### src/rtl/ps2_pkg.sv
`default_nettype none
// ============================================================================
//  Module      : ps2_pkg
//  Description : Shared state encodings, PS/2 header bit positions and
//                delta saturation helper for the PS/2 packet framer.
//  Revision    : 1.0 - initial release
// ============================================================================
package ps2_pkg;

    // UART byte receiver states
    typedef enum logic [1:0] {
        RX_IDLE  = 2'd0,
        RX_START = 2'd1,
        RX_DATA  = 2'd2,
        RX_STOP  = 2'd3
    } rx_state_t;

    // Packet framer states; GOTn means byte n of the packet has been taken
    typedef enum logic [1:0] {
        FR_IDLE = 2'd0,
        FR_GOT0 = 2'd1,
        FR_GOT1 = 2'd2
    } fr_state_t;

    // Header (byte 0) bit positions
    localparam int SYNC = 3;
    localparam int XS   = 4;
    localparam int YS   = 5;
    localparam int XO   = 6;
    localparam int YO   = 7;

    // Saturated delta values used when the overflow bit is set
    localparam logic [8:0] SAT_POS = 9'h0FF;
    localparam logic [8:0] SAT_NEG = 9'h100;

    // Build a 9-bit two's-complement delta from the header sign/overflow bits
    function automatic logic [8:0] ps2_delta(input logic sign,
                                             input logic ovf,
                                             input logic [7:0] mag);
        logic [8:0] v;
        v = {sign, mag};
        if (ovf) begin
            v = sign ? SAT_NEG : SAT_POS;
        end
        return v;
    endfunction

endpackage
`default_nettype wire

### src/rtl/uart_byte_rx.sv
`default_nettype none
// ============================================================================
//  Module      : uart_byte_rx
//  Description : 8N1 UART byte receiver with 2-FF input synchroniser,
//                start-bit glitch rejection and stop-bit frame checking.
//  Revision    : 1.0 - initial release
// ============================================================================
module uart_byte_rx
    import ps2_pkg::*;
#(
    parameter int CLK_FREQ = 25000000,
    parameter int BAUD     = 115200
) (
    input  logic       clk,
    input  logic       reset,
    input  logic       rx,
    output logic [7:0] byte_data,
    output logic       byte_strobe,
    output logic       frame_err
);

    localparam int DIV  = CLK_FREQ / BAUD;
    localparam int HALF = DIV / 2;
    localparam int CW   = $clog2(DIV + 1);
    localparam logic [CW-1:0] C_DIV_LAST  = CW'(DIV - 1);
    localparam logic [CW-1:0] C_HALF_LAST = CW'(HALF - 1);

    logic            r_sync1;
    logic            r_sync2;
    logic            r_prev;
    rx_state_t       r_state;
    rx_state_t       w_state_next;
    logic [CW-1:0]   r_cnt;
    logic [2:0]      r_bit_idx;
    logic [7:0]      r_shift;
    logic            r_byte_strobe;
    logic            r_frame_err;
    logic            w_tick;
    logic            w_take_bit;
    logic            w_stop_ok;
    logic            w_stop_bad;

    // Synchronise the serial line and keep one delayed copy for edge detection
    always_ff @(posedge clk or posedge reset) begin
        if (reset) begin
            r_sync1 <= 1'b1;
            r_sync2 <= 1'b1;
            r_prev  <= 1'b1;
        end else begin
            r_sync1 <= rx;
            r_sync2 <= r_sync1;
            r_prev  <= r_sync2;
        end
    end

    // Next-state logic and sample strobes; start bit is sampled at half a bit
    always_comb begin
        w_state_next = r_state;
        w_tick       = (r_state == RX_START) ? (r_cnt == C_HALF_LAST)
                                             : (r_cnt == C_DIV_LAST);
        w_take_bit   = 1'b0;
        w_stop_ok    = 1'b0;
        w_stop_bad   = 1'b0;
        case (r_state)
            RX_IDLE: begin
                if (r_prev && !r_sync2) w_state_next = RX_START;
            end
            RX_START: begin
                if (w_tick) w_state_next = r_sync2 ? RX_IDLE : RX_DATA;
            end
            RX_DATA: begin
                if (w_tick) begin
                    w_take_bit = 1'b1;
                    if (r_bit_idx == 3'd7) w_state_next = RX_STOP;
                end
            end
            RX_STOP: begin
                if (w_tick) begin
                    w_stop_ok    = r_sync2;
                    w_stop_bad   = !r_sync2;
                    w_state_next = RX_IDLE;
                end
            end
            default: w_state_next = RX_IDLE;
        endcase
    end

    // State register, bit timer, shift register and output strobes
    always_ff @(posedge clk or posedge reset) begin
        if (reset) begin
            r_state       <= RX_IDLE;
            r_cnt         <= '0;
            r_bit_idx     <= 3'd0;
            r_shift       <= 8'd0;
            r_byte_strobe <= 1'b0;
            r_frame_err   <= 1'b0;
        end else begin
            r_state <= w_state_next;
            if (w_tick || r_state == RX_IDLE) begin
                r_cnt <= '0;
            end else begin
                r_cnt <= r_cnt + 1'b1;
            end
            if (r_state == RX_START) begin
                r_bit_idx <= 3'd0;
            end else if (w_take_bit) begin
                r_bit_idx <= r_bit_idx + 3'd1;
            end
            if (w_take_bit) begin
                r_shift <= {r_sync2, r_shift[7:1]};
            end
            r_byte_strobe <= w_stop_ok;
            r_frame_err   <= w_stop_bad;
        end
    end

    assign byte_data   = r_shift;
    assign byte_strobe = r_byte_strobe;
    assign frame_err   = r_frame_err;

endmodule
`default_nettype wire

### src/rtl/ps2_packet_framer.sv
`default_nettype none
// ============================================================================
//  Module      : ps2_packet_framer
//  Description : Receives UART-carried PS/2 mouse bytes, frames 3-byte
//                packets and emits saturated 9-bit deltas plus buttons.
//  Revision    : 1.0 - initial release
// ============================================================================
module ps2_packet_framer
    import ps2_pkg::*;
#(
    parameter int CLK_FREQ       = 25000000,
    parameter int BAUD           = 115200,
    parameter int TIMEOUT_CYCLES = 250000
) (
    input  logic       clk,
    input  logic       reset,
    input  logic       uart_rx,
    output logic [8:0] dx,
    output logic [8:0] dy,
    output logic [2:0] btn,
    output logic       packet_valid,
    output logic       error_flag,
    output logic       activity
);

    localparam int TW = $clog2(TIMEOUT_CYCLES + 1);
    localparam logic [TW-1:0] C_TMO_LAST = TW'(TIMEOUT_CYCLES - 1);

    logic [7:0]  w_byte_data;
    logic        w_byte_strobe;
    logic        w_frame_err;
    fr_state_t   r_state;
    fr_state_t   w_state_next;
    logic [TW-1:0] r_tmo;
    logic [2:0]  r_hdr_btn;
    logic        r_xs;
    logic        r_ys;
    logic        r_xo;
    logic        r_yo;
    logic [7:0]  r_x;
    logic        w_latch_hdr;
    logic        w_latch_x;
    logic        w_done;
    logic        w_err_set;
    logic        w_timeout;

    uart_byte_rx #(
        .CLK_FREQ (CLK_FREQ),
        .BAUD     (BAUD)
    ) u_rx (
        .clk         (clk),
        .reset       (reset),
        .rx          (uart_rx),
        .byte_data   (w_byte_data),
        .byte_strobe (w_byte_strobe),
        .frame_err   (w_frame_err)
    );

    // Framer next-state: frame errors dominate, then bytes, then timeout
    always_comb begin
        w_state_next = r_state;
        w_latch_hdr  = 1'b0;
        w_latch_x    = 1'b0;
        w_done       = 1'b0;
        w_err_set    = 1'b0;
        w_timeout    = (r_state != FR_IDLE) && (r_tmo == C_TMO_LAST);
        if (w_frame_err) begin
            w_state_next = FR_IDLE;
            w_err_set    = 1'b1;
        end else if (w_byte_strobe) begin
            case (r_state)
                FR_IDLE: begin
                    if (w_byte_data[SYNC]) begin
                        w_latch_hdr  = 1'b1;
                        w_state_next = FR_GOT0;
                    end else begin
                        w_err_set    = 1'b1;
                    end
                end
                FR_GOT0: begin
                    w_latch_x    = 1'b1;
                    w_state_next = FR_GOT1;
                end
                FR_GOT1: begin
                    w_done       = 1'b1;
                    w_state_next = FR_IDLE;
                end
                default: w_state_next = FR_IDLE;
            endcase
        end else if (w_timeout) begin
            w_state_next = FR_IDLE;
            w_err_set    = 1'b1;
        end
    end

    // Framer state, inter-byte timer and partial packet storage
    always_ff @(posedge clk or posedge reset) begin
        if (reset) begin
            r_state   <= FR_IDLE;
            r_tmo     <= '0;
            r_hdr_btn <= 3'd0;
            r_xs      <= 1'b0;
            r_ys      <= 1'b0;
            r_xo      <= 1'b0;
            r_yo      <= 1'b0;
            r_x       <= 8'd0;
        end else begin
            r_state <= w_state_next;
            if (w_byte_strobe || r_state == FR_IDLE) begin
                r_tmo <= '0;
            end else begin
                r_tmo <= r_tmo + 1'b1;
            end
            if (w_latch_hdr) begin
                r_hdr_btn <= w_byte_data[2:0];
                r_xs      <= w_byte_data[XS];
                r_ys      <= w_byte_data[YS];
                r_xo      <= w_byte_data[XO];
                r_yo      <= w_byte_data[YO];
            end
            if (w_latch_x) begin
                r_x <= w_byte_data;
            end
        end
    end

    // Output assembly; an error set in the same cycle wins over the clear
    always_ff @(posedge clk or posedge reset) begin
        if (reset) begin
            dx           <= 9'd0;
            dy           <= 9'd0;
            btn          <= 3'd0;
            packet_valid <= 1'b0;
            error_flag   <= 1'b0;
            activity     <= 1'b0;
        end else begin
            packet_valid <= w_done;
            if (w_done) begin
                dx       <= ps2_delta(r_xs, r_xo, r_x);
                dy       <= ps2_delta(r_ys, r_yo, w_byte_data);
                btn      <= r_hdr_btn;
                activity <= ~activity;
            end
            if (w_err_set) begin
                error_flag <= 1'b1;
            end else if (w_done) begin
                error_flag <= 1'b0;
            end
        end
    end

endmodule
`default_nettype wire

### config.mk
export PLATFORM = sky130hd
export DESIGN_NAME = ps2_packet_framer
export DESIGN_NICKNAME = d
export VERILOG_FILES = /design/src/rtl/ps2_pkg.sv /design/src/rtl/uart_byte_rx.sv /design/src/rtl/ps2_packet_framer.sv
export SDC_FILE = /design/constraint.sdc
export NUM_CORES = 1
export LEC_CHECK = 0
export CAP_MARGIN = 20
export CORE_MARGIN = 2
export CORE_UTILIZATION = 35
export DETAILED_ROUTE_END_ITERATION = 8
export GPL_TIMING_DRIVEN = 0
export PLACE_DENSITY = 0.54
export SYNTH_ARGS = -nofsm -noshare
export SYNTH_HDL_FRONTEND = slang
export SYNTH_SLANG_ARGS = --single-unit
### constraint.sdc
create_clock -name clk -period 2.7 [get_ports clk]
set_clock_uncertainty 0.15 [all_clocks]
set_input_delay 0.54 -clock clk [delete_from_list [all_inputs] [get_ports clk]]
set_output_delay 0.54 -clock clk [all_outputs]
set_load 0.005 [all_outputs]
-- Yosys cells after proc, flatten, opt, wreduce, memory -nomap -nowiden
Cells that the tools add are included.
- register bits after elaboration: 85
- bits of input ports: 3
- add/sub/neg operators: 3
- eq/ne operators: 15
- multiplexer cells: 44
- bitwise gates (word level): 1
- reduce and logical (&&, ||, !) cells: 13
- operators with widths (kind ; count):
    two-way mux 9 bit ; 4
    two-way mux 1 bit ; 24
    two-way mux 2 bit ; 10
    adder 18 x 1 -> 18 bit, second input constant ; 1
    == test 18 bit, second input constant ; 1
    two-way mux 18 bit ; 1
    != test 2 x 1 -> 1 bit, second input constant ; 5
    adder 8 x 1 -> 8 bit, second input constant ; 1
    == test 8 x 7 -> 1 bit, second input constant ; 1
    == test 8 bit, second input constant ; 1
    two-way mux 8 bit ; 1
    one-hot mux 2 bit (4 select lines) ; 1
    == test 2 bit, second input constant ; 3
    two-way mux 3 bit ; 2
    nonzero test 2 bit ; 3
    AND reduction 5 bit ; 1
    == test 2 x 1 -> 1 bit, second input constant ; 2
    logical NOT 2 bit ; 2
    != test 4 x 3 -> 1 bit, second input constant ; 1
    one-hot mux 2 bit (2 select lines) ; 1
    adder 3 x 1 -> 3 bit, second input constant ; 1
    == test 3 bit, second input constant ; 1
    nonzero test 3 bit ; 1
    logical AND 1 bit ; 2
    4 further kinds ; 5

-- Logic depth before layout (Yosys ltp)
Gate-level depths: netlist of run 1.
- word-level depth: 6
- mapped depth: 6
- gate-level depth less buffers: 5

-- Hierarchy
A second synthesis of run 1 with hierarchy kept.
- cells, all modules: 329
- area total of the unflattened synthesis: 3749.8 µm²
- modules (own cells, without submodules) (module ; instances ; cells each ; area each (µm²) ; seq. area each (µm²)):
    ps2_packet_framer ; 1 ; 230 ; 2549.9 ; 1476.4
    uart_byte_rx ; 1 ; 99 ; 1199.9 ; 654.4

-- Worst setup path after synthesis of run 1
OpenSTA, ideal clock, no wires.
- path kind: reg-to-reg
- from: reg r_tmo[0]
- to: reg r_tmo[16]
- setup time: 0.066 ns
- arrival: 1.693 ns
- slack: 0.791 ns
- stages on the path, launching flop included: 6
- period minus slack after synthesis: 1.909 ns
- cell sequence: dfrtp_1 ha_1 nand3_1 or4_4 or4_1 nand2_1
- cells in the longest elaborated chain, start to end: 2
- ends and longest elaborated chain (item ; RTL line ; text):
    from (decl) ; ps2_packet_framer.sv:34 ; logic [TW-1:0] r_tmo;
    from (signal assigned) ; ps2_packet_framer.sv:112 ; r_tmo <= r_tmo + 1'b1;
    adder 18 x 1 -> 18 bit ; ps2_packet_framer.sv:112 ;
    two-way mux 18 bit ; ps2_packet_framer.sv:109 ; if (w_byte_strobe || r_state == FR_IDLE) begin
Every way passes these cells.
A chain may end at the register's enable or synchronous reset.

-- Final worst setup path of run 1
Ends and elaborated chain as after synthesis.

==> flow_summary_export.csv, run 1 <==
group,metric,value,unit
sta,max_freq,0.474,GHz
die,dieArea,0.0114,sq mm
sta,worst_pin_slew,0.643,ns
synth,synth_top_area_share,0.555,
synth,synth_top_cells_by_area,"dfrtp_1, mux2_2, o21ai_0",
cts,hold_buffers,0,
setup_path,critPathCaptureType,"flip-flop",
global_route,grt_overflow,0,
finish,multi_input_area,0.00149,sq mm
setup_path,worstSetupPathType,"reg -> reg",
synth,synth.avg_cell_area,11.2,sq um
placed_design,dp_hpwl,4760,microns
finish,layout-area-overhead-vs-synth,18.0,%
synth,cell_variety_after_synth,45,
sta,hold_viol_final,0,
die,die_w,107,microns
cts,cts.sinks,85,
cts,tritoncts.num_buffers,9,
routing,drt_wl_cell,13.7,microns
cts,clk_latency_worst_skew_pair,0.37,ns
sta,timing_max_transition_violations_final,0,
sta,grt_setup_unrepaired,"false",
die,die-height,107,microns
synth,yosysSeqAreaShare,0.576,
cts,tritoncts_clock_tree,"done",
synth,synth_edf_count,0,
run_status,run_status,"completed",
synth,post_synth_top_flop,"dfrtp_1",
cts,ctsResizeCount,0,
flow_run,drv_cap,0,
global_route,grt_max_degree,40,
routing,1st_pass_router_iterations,5,
setup_path,worst_setup_path_start_kind,"flip-flop",
die,design.core.area,0.0103,sq mm
synth,synth_warnings,0,
sta,tns,0,ns
global_route,grt_pass1_wl,12200,microns
finish,stdcell_area,0.00437,sq mm
synth,post_synth_instance_area,0.00370,sq mm
global_route,antenna_found_initial,0,
setup_path,critical_path_peak_fanout,4,
die,placement_rows,37,
global_route,grt_use_met2,0.203,
placed_design,number_of_buffers_added_on_ports,26,
routing,vias_per_cell,4.95,
cts,clock_tree.buffer_depth,2,
die,design.portCount,27,
synth,postSynthRegisterBits,85,
global_route,grtUsageTotal,0.138,
sta,period_needed,2.11,ns
synth,ranking_of_synthesized_cells_by_instance_count,"dfrtp_1, nor2_1, mux2_2, nand2_1, o21ai_0",
synth,mappedNetlistNets,336,
placed_design,placed_area,0.00417,sq mm
setup_path,crit_required,2.85,ns
synth,top_cell_type_by_total_area_after_synthesis,"dfrtp_1",
global_route,gr-max-usage-layer,"met2",
cts,cts.clk_slew.worst_paths,0.09,ns
finish,fill_cells,995,
sta,fin_hold_ws,0.215,ns
cts,cts-htree-levels,3,
routing,ant_nets,0,
hold_path,hold_path.class,"reg -> reg",
synth,synth_async_sr_flop_share,1.00,
global_route,number_of_global_route_vias_before_repair,2501,
routing,dr_total_vias,2518,
global_route,globalRouteMet3Util,0.0353,
die,initial_utilization,0.360,
power_and_ir_drop,power.static_leakage,0.00189,uW
synth,yosys.cell_count.top_type,"dfrtp_1",
synth,synth_cells,329,
sta,final_worst_path_cycle_share,0.781,
finish,insertedDiodeCount,0,
sta,slew-limit-headroom,0.568,
global_route,grt.met1_usage,0.189,
routing,remaining_drc_errors,0,
sta,report.final.setup_viol,0,
setup_path,cp.arrival,2.26,ns
routing,drt-total-wl,6960,microns
cts,cts_root_buf,"clkbuf_8",
power_and_ir_drop,power.density_cell_area,554,mW/mm^2
finish,layout-drive-gt1-share,0.158,
cts,post-cts-setup-buffer-count,0,
finish,finalNetCount,375,
finish,finalCoreUtilization,0.425,
placed_design,place_congestion,0.775,
routing,detailedRoute.firstIterationViolations,89,
power_and_ir_drop,irDropWorstVdd,0.311,mV
finish,ff_latch_area,0.00213,sq mm
layout by cell type (no fill, tap or decap), types with 3 or more instances in the layout:
cell             netlist  layout
nor3_1                 4       4
a31oi_1                6       6
nand3b_1               3       3
o211ai_1               3       3
clkdlybuf4s50_1        0      26
clkbuf_8               0       9
clkbuf_1               6       8
o21ai_0               28      28
ha_1                   4       4
a21oi_1                9       9
xor2_1                 6       6
nand2b_1               4       4
nand4_1                3       3
nor2_1                32      32
nand3_1               10      10
inv_1                 14      13
and3_1                 4       4
nand2_1               29      29
nor4_1                 6       6
xnor2_1               14      14
dfstp_2                3       3
mux2_2                29      29
dfrtp_1               82      82
per-layer routing:
layer	wire [microns]	vias up
met5	0	-
met4	107	0
met3	217	10
met2	3170	32
met1	3470	1245
li1	-	1231
critical path, stage by stage, from the launching register on:
cell,delay [ns]
dfrtp_1,0.40
ha_1,0.22
nand3_1,0.20
or4_4,0.60
or4_1,0.40
nand2_1,0.08
layout make-up:
| type | count | share of cell area |
|---|---|---|
| well taps | 136 | 0.0390 |
| inverters | 14 | 0.0129 |
| repair buffers | 28 | 0.0688 |
| plain buffers | 7 | 0.00602 |
| clock buffers | 11 | 0.0301 |
| multi-input cells | 223 | 0.341 |
| flip-flops and latches | 85 | 0.488 |
| clock inverters | 5 | 0.0138 |
stage by stage:
stage | total power [uW] | std cells | worst slack (ns)
2_1_floorplan | 1500 | 329 | 0.791
3_3_place_gp | 1540 | 491 | 0.0464
3_5_place_dp | 1550 | 493 | 0.605
4_1_cts | 2450 | 509 | 0.583
5_1_grt | 2550 | 509 | 0.472
6_report | 2420 | 509 | 0.592
sequential cells by signal (all words and copies together), names as in the netlist, 2 cells and up, named ones only:
name,cells
u_rx.r_bit_idx,3
dx,9
r_x,8
u_rx.byte_data,8
btn,3
r_state,2
u_rx.r_cnt,8
r_tmo,18
r_hdr_btn,3
dy,9
worst paths after layout:
| kind | depth (start not counted) | end | slack (ns) | startpoint |
|---|---|---|---|---|
| worst max register to register | 5 | r_tmo[16]$_DFF_PP0_ | 0.59 | r_tmo[0]$_DFF_PP0_ |
| worst min register to register | 0 | u_rx.r_sync2$_DFF_PP1_ | 0.22 | u_rx.r_sync1$_DFF_PP1_ |
| max in group asynchronous | 4 | btn[2]$_DFFE_PP0P_ | 1.36 | reset |
| worst max-delay path | 5 | r_tmo[16]$_DFF_PP0_ | 0.59 | r_tmo[0]$_DFF_PP0_ |
| min in group asynchronous | 2 | r_tmo[10]$_DFF_PP0_ | 0.32 | reset |
| worst min-delay path | 0 | u_rx.r_sync2$_DFF_PP1_ | 0.22 | u_rx.r_sync1$_DFF_PP1_ |
where the power goes:
part / switching [uW] / internal, uW
combinational: 80.4 / 65.7
clock: 465 / 432
sequential: 59.7 / 1310
cell families after synthesis:
group	after synthesis	share of synthesized area
AO/OA/AOI/OAI	53	0.0801
buffers and inverters	21	0.0213
flip-flops	85	0.576
multiplexers	30	0.0910
AND/OR/NAND/NOR	116	0.171
adder cells (fa/ha/maj)	4	0.0135
XOR/XNOR	20	0.0473
Power figures use the tool's default switching activity.
==> run 2, diff against run 1 <==
- PLACE_DENSITY: 0.54 -> 0.52
- clock period: 2.7 -> 2.1 ns (I/O delays scaled with it)
==> run 2 against run 1 <==
Net effect:
- register-to-register slack lost 0.52 ns
- highest routed layer unchanged
- critical endpoint unchanged
- critical path type unchanged
- power increased by 27%
- clock-buffer cell count unchanged
- core utilization is 0.38 points higher
- largest cell class unchanged
==> flow_summary_export.csv, run 2 (synthesis results as in run 1) <==
group,metric,value,unit
finish,finalCoreUtilization,0.429,
cts,cts_root_buf,"clkbuf_8",
cts,clock_tree.buffer_depth,2,
flow_run,drv_cap,0,
power_and_ir_drop,power_report.internal_total,2280,uW
global_route,grt_overflow,0,
setup_path,worstPathCellList,"ha_2, nand3_2, or4_4, or4_1, nand2_1",
finish,finalNetCount,377,
die,design.core.area,0.0103,sq mm
placed_design,number_of_buffers_added_on_ports,26,
global_route,grtUsageTotal,0.134,
power_and_ir_drop,switching_share,0.258,
routing,ant_nets,0,
power_and_ir_drop,power.net_switching,793,uW
die,die-height,107,microns
global_route,grt_max_degree,41,
power_and_ir_drop,p_seq_frac,0.578,
global_route,grt_pass1_wl,12000,microns
global_route,globalRouteMet3Util,0.0298,
run_status,run_status,"completed",
global_route,number_of_global_route_vias_before_repair,2525,
power_and_ir_drop,power.density_cell_area,698,mW/mm^2
power_and_ir_drop,comb_power_share,0.061,
finish,insertedDiodeCount,0,
power_and_ir_drop,irDropWorstVdd,0.572,mV
cts,tritoncts.num_buffers,9,
hold_path,hold_path.class,"in -> async",
die,initial_utilization,0.360,
sta,timing_max_transition_violations_final,0,
global_route,grt_use_met2,0.209,
setup_path,critPathCaptureType,"flip-flop",
cts,tritoncts_clock_tree,"done",
setup_path,critical_path_peak_fanout,4,
global_route,gr-max-usage-layer,"met2",
routing,drt_wl_cell,13.7,microns
placed_design,dp_slack,0.00871,ns
setup_path,crit_required,2.24,ns
die,placement_rows,37,
cts,cts.clk_slew.worst_paths,0.08,ns
setup_path,cp.arrival,2.16,ns
cts,cts.sinks,85,
global_route,antenna_found_initial,0,
sta,slew-limit-headroom,0.583,
sta,postLayoutSetupSlackWorst,0.0773,ns
finish,layout_commonest_cell,"dfrtp_1",
placed_design,place_congestion,0.736,
routing,detailedRoute.firstIterationViolations,90,
placed_design,dp_hpwl,4860,microns
die,dieArea,0.0114,sq mm
die,design.portCount,27,
global_route,grt.met1_usage,0.177,
placed_design,placed_area,0.00417,sq mm
finish,most-common-layout-cells,"dfrtp_1, nor2_1, nand2_1, mux2_2, o21ai_0",
finish,fill_cells,985,
routing,drt-total-wl,7010,microns
cts,clk_latency_worst_skew_pair,0.35,ns
finish,stdcell_area,0.00440,sq mm
routing,vias_per_cell,4.96,
power_and_ir_drop,share_clk_of_total_power,0.361,
finish,layout-drive-gt1-share,0.184,
sta,tns,0,ns
setup_path,worst_path_largest_cell_delay,0.58,ns
cts,cts-htree-levels,3,
routing,1st_pass_router_iterations,4,
sta,hold_viol_final,0,
power_and_ir_drop,power.static_leakage,0.00190,uW
routing,dr_total_vias,2536,
die,die_w,107,microns
finish,layout-area-overhead-vs-synth,19.0,%
sta,worst_pin_slew,0.621,ns
finish,max_flop_register,"r_tmo",
sta,report.final.setup_viol,0,
finish,largest_register_ff_count,18,
sta,final_worst_path_cycle_share,0.963,
finish,largestRegisters,"r_tmo x18, dx x9, dy x9",
setup_path,cell_with_the_largest_stage_delay_on_the_worst_path,"or4_4",
setup_path,worst_setup_path_start_kind,"flip-flop",
sta,max_freq,0.494,GHz
sta,grt_setup_unrepaired,"false",
routing,remaining_drc_errors,0,
setup_path,worstSetupPathType,"reg -> reg",
sta,period_needed,2.02,ns
sta,fin_hold_ws,0.197,ns
==> run 2: layout make-up <==
class / instances / area [sq um] / area share
timing repair buffer: 30 / 315 / 0.0716
inverter: 14 / 56.3 / 0.0128
clock inverter: 5 / 40.0 / 0.00909
multi-input combinational: 223 / 1510 / 0.343
buffer: 7 / 27.5 / 0.00625
sequential: 85 / 2130 / 0.484
clock buffer: 11 / 151 / 0.0344
tap: 136 / 170 / 0.0386
==> run 2: worst paths after layout <==
check,startpoint,endpoint,slack [ns],cells past startpoint
max reg2reg,r_tmo[0]$_DFF_PP0_,r_tmo[16]$_DFF_PP0_,0.08,5
max in group asynchronous,reset,u_rx.r_sync1$_DFF_PP1_,0.83,4
min,reset,r_tmo[11]$_DFF_PP0_,0.20,2
min in group clk,u_rx.r_sync1$_DFF_PP1_,u_rx.r_sync2$_DFF_PP1_,0.21,0
min reg2reg,u_rx.r_sync1$_DFF_PP1_,u_rx.r_sync2$_DFF_PP1_,0.21,0
max,r_tmo[0]$_DFF_PP0_,r_tmo[16]$_DFF_PP0_,0.08,5
==> run 2: critical path, delay by kind of cell, from the launching register on <==
family / cells / cell delay [ns]
and+or+nand+nor: 4 / 1.19
DFF: 1 / 0.40
adders and majority gates: 1 / 0.22
==> run 2: metal layers <==
metal  part of all wire  up-vias  wire length [microns]
li1                   -     1233                      -
met1               0.50     1267                   3490
met2               0.46       26                   3210
met3              0.027       10                    189
met5                  0        -                      0
met4              0.018        0                    123
==> run 2: through the flow <==
step,total power (uW),std cells
3_5_place_dp,1990,493
6_report,3070,511
2_1_floorplan,1930,329
5_1_grt,3240,511
4_1_cts,3120,509
3_3_place_gp,1980,491
==> run 2: repair_timing <==
action | in CTS | in global routing
setup buffers | 0 | 2
resized for setup | 1 | 6
hold buffers | 0 | 0
endpoints found under the setup margin | 1 | 21
endpoints found under the hold margin | 0 | 0
==> run 2: power groups by stage <==
stage               Clock, uW  Combinational, uW  Sequential, uW
floorplan                   0                148            1780
global placement            0                180            1800
detailed placement          0                189            1800
CTS                      1160                190            1770
global route             1230                223            1790
finish                   1110                188            1780
